## src/rtl/pc_sequencer.sv

```systemverilog
// Program-counter sequencer: arbitrates branch, interrupt entry/return, stalls and
// debug halt/step, and drives the PC's branch/stop controls from registered outputs.
module pc_sequencer #(
    parameter int                WIDTH      = 8,
    parameter logic [WIDTH-1:0]  IRQ_VECTOR = 8'hF0
) (
    input  logic             clk,
    input  logic             power,
    input  logic [WIDTH-1:0] next_pc,
    input  logic             br_req,
    input  logic [WIDTH-1:0] br_target,
    output logic             br_ack,
    input  logic             irq_req,
    input  logic             irq_en,
    output logic             irq_ack,
    input  logic             reti,
    input  logic             halt_req,
    input  logic             resume,
    input  logic             step,
    input  logic             stall_req,
    input  logic [3:0]       stall_len,
    output logic             branch_en,
    output logic [WIDTH-1:0] branch_pc,
    output logic             stop_en,
    output logic             in_isr,
    output logic             halted,
    output logic [WIDTH-1:0] epc
);

    typedef enum logic [1:0] {S_RUN, S_STALL, S_HALT, S_STEP} state_t;

    state_t           state_q, state_d;
    logic             branch_en_q, branch_en_d;
    logic [WIDTH-1:0] branch_pc_q, branch_pc_d;
    logic             stop_en_q, stop_en_d;
    logic             br_ack_q, br_ack_d;
    logic             irq_ack_q, irq_ack_d;
    logic             in_isr_q, in_isr_d;
    logic             halted_q, halted_d;
    logic [WIDTH-1:0] epc_q, epc_d;
    logic [3:0]       cnt_q, cnt_d;

    // A new event is only taken once the previous branch/stop has reached the PC,
    // which keeps a still-held br_req from being accepted twice.
    logic accept;
    logic reti_ok, irq_ok;
    logic take_halt, take_reti, take_irq, take_br, take_stall;

    assign accept     = (state_q == S_RUN) && !branch_en_q && !stop_en_q;
    assign reti_ok    = reti && in_isr_q;
    assign irq_ok     = irq_req && irq_en && !in_isr_q;
    assign take_halt  = accept && halt_req;
    assign take_reti  = accept && !halt_req && reti_ok;
    assign take_irq   = accept && !halt_req && !reti_ok && irq_ok;
    assign take_br    = accept && !halt_req && !reti_ok && !irq_ok && br_req;
    assign take_stall = accept && !halt_req && !reti_ok && !irq_ok && !br_req && stall_req;

    always_ff @(posedge clk or negedge power) begin
        if (!power) begin
            state_q     <= S_RUN;
            branch_en_q <= 1'b0;
            branch_pc_q <= '0;
            stop_en_q   <= 1'b0;
            br_ack_q    <= 1'b0;
            irq_ack_q   <= 1'b0;
            in_isr_q    <= 1'b0;
            halted_q    <= 1'b0;
            epc_q       <= '0;
            cnt_q       <= 4'd0;
        end else begin
            state_q     <= state_d;
            branch_en_q <= branch_en_d;
            branch_pc_q <= branch_pc_d;
            stop_en_q   <= stop_en_d;
            br_ack_q    <= br_ack_d;
            irq_ack_q   <= irq_ack_d;
            in_isr_q    <= in_isr_d;
            halted_q    <= halted_d;
            epc_q       <= epc_d;
            cnt_q       <= cnt_d;
        end
    end

    always_comb begin
        state_d = state_q;
        case (state_q)
            S_RUN: begin
                if (take_halt)       state_d = S_HALT;
                else if (take_stall) state_d = S_STALL;
            end
            S_STALL: begin
                if (halt_req)           state_d = S_HALT;
                else if (cnt_q == 4'd0) state_d = S_RUN;
            end
            S_HALT: begin
                if (resume)    state_d = S_RUN;
                else if (step) state_d = S_STEP;
            end
            S_STEP:  state_d = S_HALT;
            default: state_d = S_RUN;
        endcase
    end

    // stop_en/halted follow the state being entered, so they line up with it after the edge.
    always_comb begin
        branch_en_d = take_reti || take_irq || take_br;
        br_ack_d    = take_br || (take_irq && br_req);
        irq_ack_d   = take_irq;
        branch_pc_d = branch_pc_q;
        if (take_reti)     branch_pc_d = epc_q;
        else if (take_irq) branch_pc_d = IRQ_VECTOR;
        else if (take_br)  branch_pc_d = br_target;
        in_isr_d = in_isr_q;
        if (take_irq)       in_isr_d = 1'b1;
        else if (take_reti) in_isr_d = 1'b0;
        epc_d = epc_q;
        if (take_irq) epc_d = br_req ? br_target : next_pc;
        stop_en_d = (state_d == S_HALT) || (state_d == S_STALL);
        halted_d  = (state_d == S_HALT) || (state_d == S_STEP);
        cnt_d = 4'd0;
        if (take_stall)
            cnt_d = (stall_len == 4'd0) ? 4'd0 : stall_len - 4'd1;
        else if (state_q == S_STALL && !halt_req && cnt_q != 4'd0)
            cnt_d = cnt_q - 4'd1;
    end

    assign branch_en = branch_en_q;
    assign branch_pc = branch_pc_q;
    assign stop_en   = stop_en_q;
    assign br_ack    = br_ack_q;
    assign irq_ack   = irq_ack_q;
    assign in_isr    = in_isr_q;
    assign halted    = halted_q;
    assign epc       = epc_q;

endmodule

```

## config.mk

```make
export PLATFORM = sky130hd
export DESIGN_NAME = pc_sequencer
export DESIGN_NICKNAME = d
export VERILOG_FILES = /design/src/rtl/pc_sequencer.sv
export SDC_FILE = /design/constraint.sdc
export NUM_CORES = 1
export LEC_CHECK = 0
export ABC_AREA = 1
export CORE_AREA = 4 4 46 88
export CTS_CLUSTER_SIZE = 10
export DETAILED_ROUTE_END_ITERATION = 16
export DIE_AREA = 0 0 50 92
export PLACE_DENSITY = 0.82
export SLEW_MARGIN = 25
export SYNTH_ARGS = -nofsm -noshare
export SYNTH_HDL_FRONTEND = slang
export SYNTH_SLANG_ARGS = --single-unit
export TNS_END_PERCENT = 20
```

## constraint.sdc

```tcl
create_clock -name clk -period 1.5 [get_ports clk]
set_clock_uncertainty 0.05 [all_clocks]
set_input_delay 0.45 -clock clk [delete_from_list [all_inputs] [get_ports clk]]
set_output_delay 0.45 -clock clk [all_outputs]
set_load 0.05 [all_outputs]
```

==> results of run 1 <==
-- worst max-delay path by stage --
stage / from / end / slack [ps] / depth (start not counted)
after floorplan: branch_en / epc[7] / -30 / 7
after global routing: br_req / cnt_q[2] / -20 / 7
after CTS: irq_req / branch_pc[0] / 6 / 7
final: stop_en / stop_en / 10 / 2
after global placement: irq_req / epc[4] / -260 / 7
after detailed placement: halt_req / epc[3] / -320 / 7
-- metal layers --
metal | vias to the layer above | track usage, %
met5 | - | 0
met4 | 0 | 8.78
met3 | 16 | 1.95
met2 | 64 | 36.8
met1 | 714 | 19.3
li1 | 704 | -
-- power by group through the flow --
stage | combinational (mW) | clock [mW] | sequential, mW
floorplan | 0.614 | 0 | 2.09
global placement | 2.82 | 0 | 1.36
detailed placement | 2.86 | 0 | 1.37
CTS | 3.03 | 0.421 | 1.37
global route | 3.28 | 0.453 | 1.41
finish | 3.15 | 0.433 | 1.38
-- worst reg2reg max path, cell delays in order, from the launching register on --
cell and delay (ps):
dfrtp_2 440, nor2_4 160, nand3_4 130, nor2_8 140, buf_12 140, buf_6 110, nand4_1 90, nand3_1 110
-- area by class of cell --
class                           instances  area, um2
Tap cell                               48       60.1
Fill cell                             203        841
Inverter                               20       81.3
Sequential cell                        27        681
Clock buffer                            3       41.3
Timing Repair Buffer                   71        965
Multi-Input combinational cell        120        742
Clock inverter                          1       5.00
-- metrics by stage --
stage / std cells / utilization (%)
6_report: 290 / 75.4
5_1_grt: 290 / 75.4
4_1_cts: 285 / 72.9
3_5_place_dp: 277 / 68.6
3_3_place_gp: 277 / 68.6
2_1_floorplan: 169 / -
-- sequential cells by signal, indices dropped and copies added, names as in the netlist --
register,count
br_ack,1
epc,8
state_q,1
stop_en,1
cnt_q,4
branch_pc,8
branch_en,1
irq_ack,1
in_isr,1
halted,1
-- cells by family after synthesis --
group                    share of synthesized area, %
AO/OA/AOI/OAI                                    9.49
XOR/XNOR                                         1.22
adder cells (fa/ha/maj)                         0.871
buffers and inverters                            6.97
flip-flops                                       47.0
multiplexers                                     2.79
AND/OR/NAND/NOR                                  31.6
-- cells in the final DEF, fill, tap and decap left out, types with 2 or more instances in the layout --
cell type        instances
nand2_1                 42
buf_12                  27
clkdlybuf4s50_1         25
dfrtp_1                 23
nand3_1                 20
inv_1                   17
buf_4                   11
o21ai_0                  9
o21ai_2                  9
nand4_1                  7
nor2_1                   6
mux2i_1                  4
dfrtp_2                  4
buf_6                    4
nand2_2                  3
nor2_4                   3
nand2_4                  3
nand2_8                  3
clkbuf_8                 3
dlymetal6s2s_1           3
xnor2_1                  2
nor2_2                   2
o22ai_1                  2
-- timing repair --
item	in CTS	in global routing
gates cloned	2	0
resized for setup	9	13
setup endpoints to repair	12	19
pin swaps	3	8
hold buffers	0	0
setup buffers	2	5
==> impl_metrics.ini, run 1 <==
[outcome]
outcome = finished clean

[power_and_ir_drop]
clockPowerShare_pct = 8.7
p_sw_mw = 2.26
p_seq_share_pct = 27.7
internal_power_mw = 2.70
total_power_mw = 4.96
combPwrFrac_pct = 63.6
switching_share_pct = 45.6
vdd_drop_max_v = 0.00139
powerDensity_mw_per_mm2 = 1930
leakage_nw = 1.25

[critical_path]
cp.required_ps = 1000
arrival_ps = 990
rrSetupSlack_ps = 70
r2r_end = branch_pc[1]
crit_family = flip-flops
cp-end-kind = primary output
critPathMaxStageDelay_ps = 440
worstPathMaxFanout = 2
path_cells = buf_6, buf_12
slowest_stage = dfrtp_2
reg2reg_depth = 7
timing.rr.start = stop_en
worstSetupPathType = reg -> out
crit_buf_inv = 2
startpoint_type = flip-flop

[logic_synthesis]
ys_warn_count = 0
synth_edf_count = 0
synth_most_common_cell = nand2_1
synth_fp_nets = 200
avgSynthCellArea_um2 = 8.50
synthTopCellsByCount = nand2_1 (44), dfrtp_1 (27), nand3_1 (21)
netlist_area_mm2 = 0.00144
synth-seq-cells = 27
synth_cells = 169
synthDistinctLibCells = 23
synthFlopType = dfrtp_1
seq_area_frac_synth_pct = 47.0
synth.area.top_cells = dfrtp_1 (47%), nand2_1 (11%), nand3_1 (7.3%)
async_flop_share_pct = 100
synth_top_cell_area_share_pct = 47.0
yosys.area.top_type = dfrtp_1

[sta]
postLayoutSetupSlackWorst_ps = 9.66
setup_viol = 0
final.setup.tns_ps = 0
max_freq_mhz = 671
whs_ps = 456
relSlewSlack_pct = 84.1
rsz0062_at_grt = true
layout_min_cycle_time_ps = 1490
finalHoldViolCount = 0
worst-slew-pin-transition_ps = 235
min_period_over_period_pct = 99.4
final-max-slew-violation-count = 0

[routing]
wl_met2_um = 2620
drt_iter0_drc = 51
drc = 0
route.met3.wl_um = 192
ant_nets = 0
vias = 1498
drt_first_pass_iters = 5
totalWireLength_um = 4360
top_layer = met4
vias_per_cell = 5.17
wl_per_cell_um = 15.0
wirelength_met1_um = 1400

[global_routing]
grt_start_max_net_pins = 28
overflow = 0
grt_pass1_vias = 1502
grt_pass1_wl_um = 6800
antenna_found_initial = 0
grt_use_total_pct = 19.1

[die]
rows = 30
dieArea_mm2 = 0.00460
die-width_um = 50
die_y_um = 92
core_mm2 = 0.00342
boundaryPins = 52
start_util_pct = 42.1

[cells_and_area]
design_area_mm2 = 0.00257
drive_gt1_share_pct = 32.6
antenna_cells = 0
fin_nets = 274
syn_to_final_growth_pct = 79.3

[place]
hpwl_um = 2940
place_ws_ps = -317
gp_congestion = 0.755
place_area_mm2 = 0.00234
portBuffers = 51

[cts]
insertion_delay_ps = 280
clk_pin_slew_ps = 100
cts_made_buffers = 3
cts_root_buffer = clkbuf_8
cts_htree_levels = 1
cts_buffer_depth = 2
clock-sinks = 27
cts_tree = built

[min_path]
hold_class = in -> async

[job]
drv_cap = 0
No activity file was read; power rests on OpenSTA's default activity.
==> run 2: changes to the inputs <==
Settings changed: CAP_MARGIN from default to 20.
==> results of run 2 <==
No change in the layout: final DEF, timing and power equal those of run 1.
==> run 3: changes to the inputs <==
Settings changed: SLEW_MARGIN 25 to default.
==> results of run 3 <==
No change in the layout: final DEF, timing and power equal those of run 1.
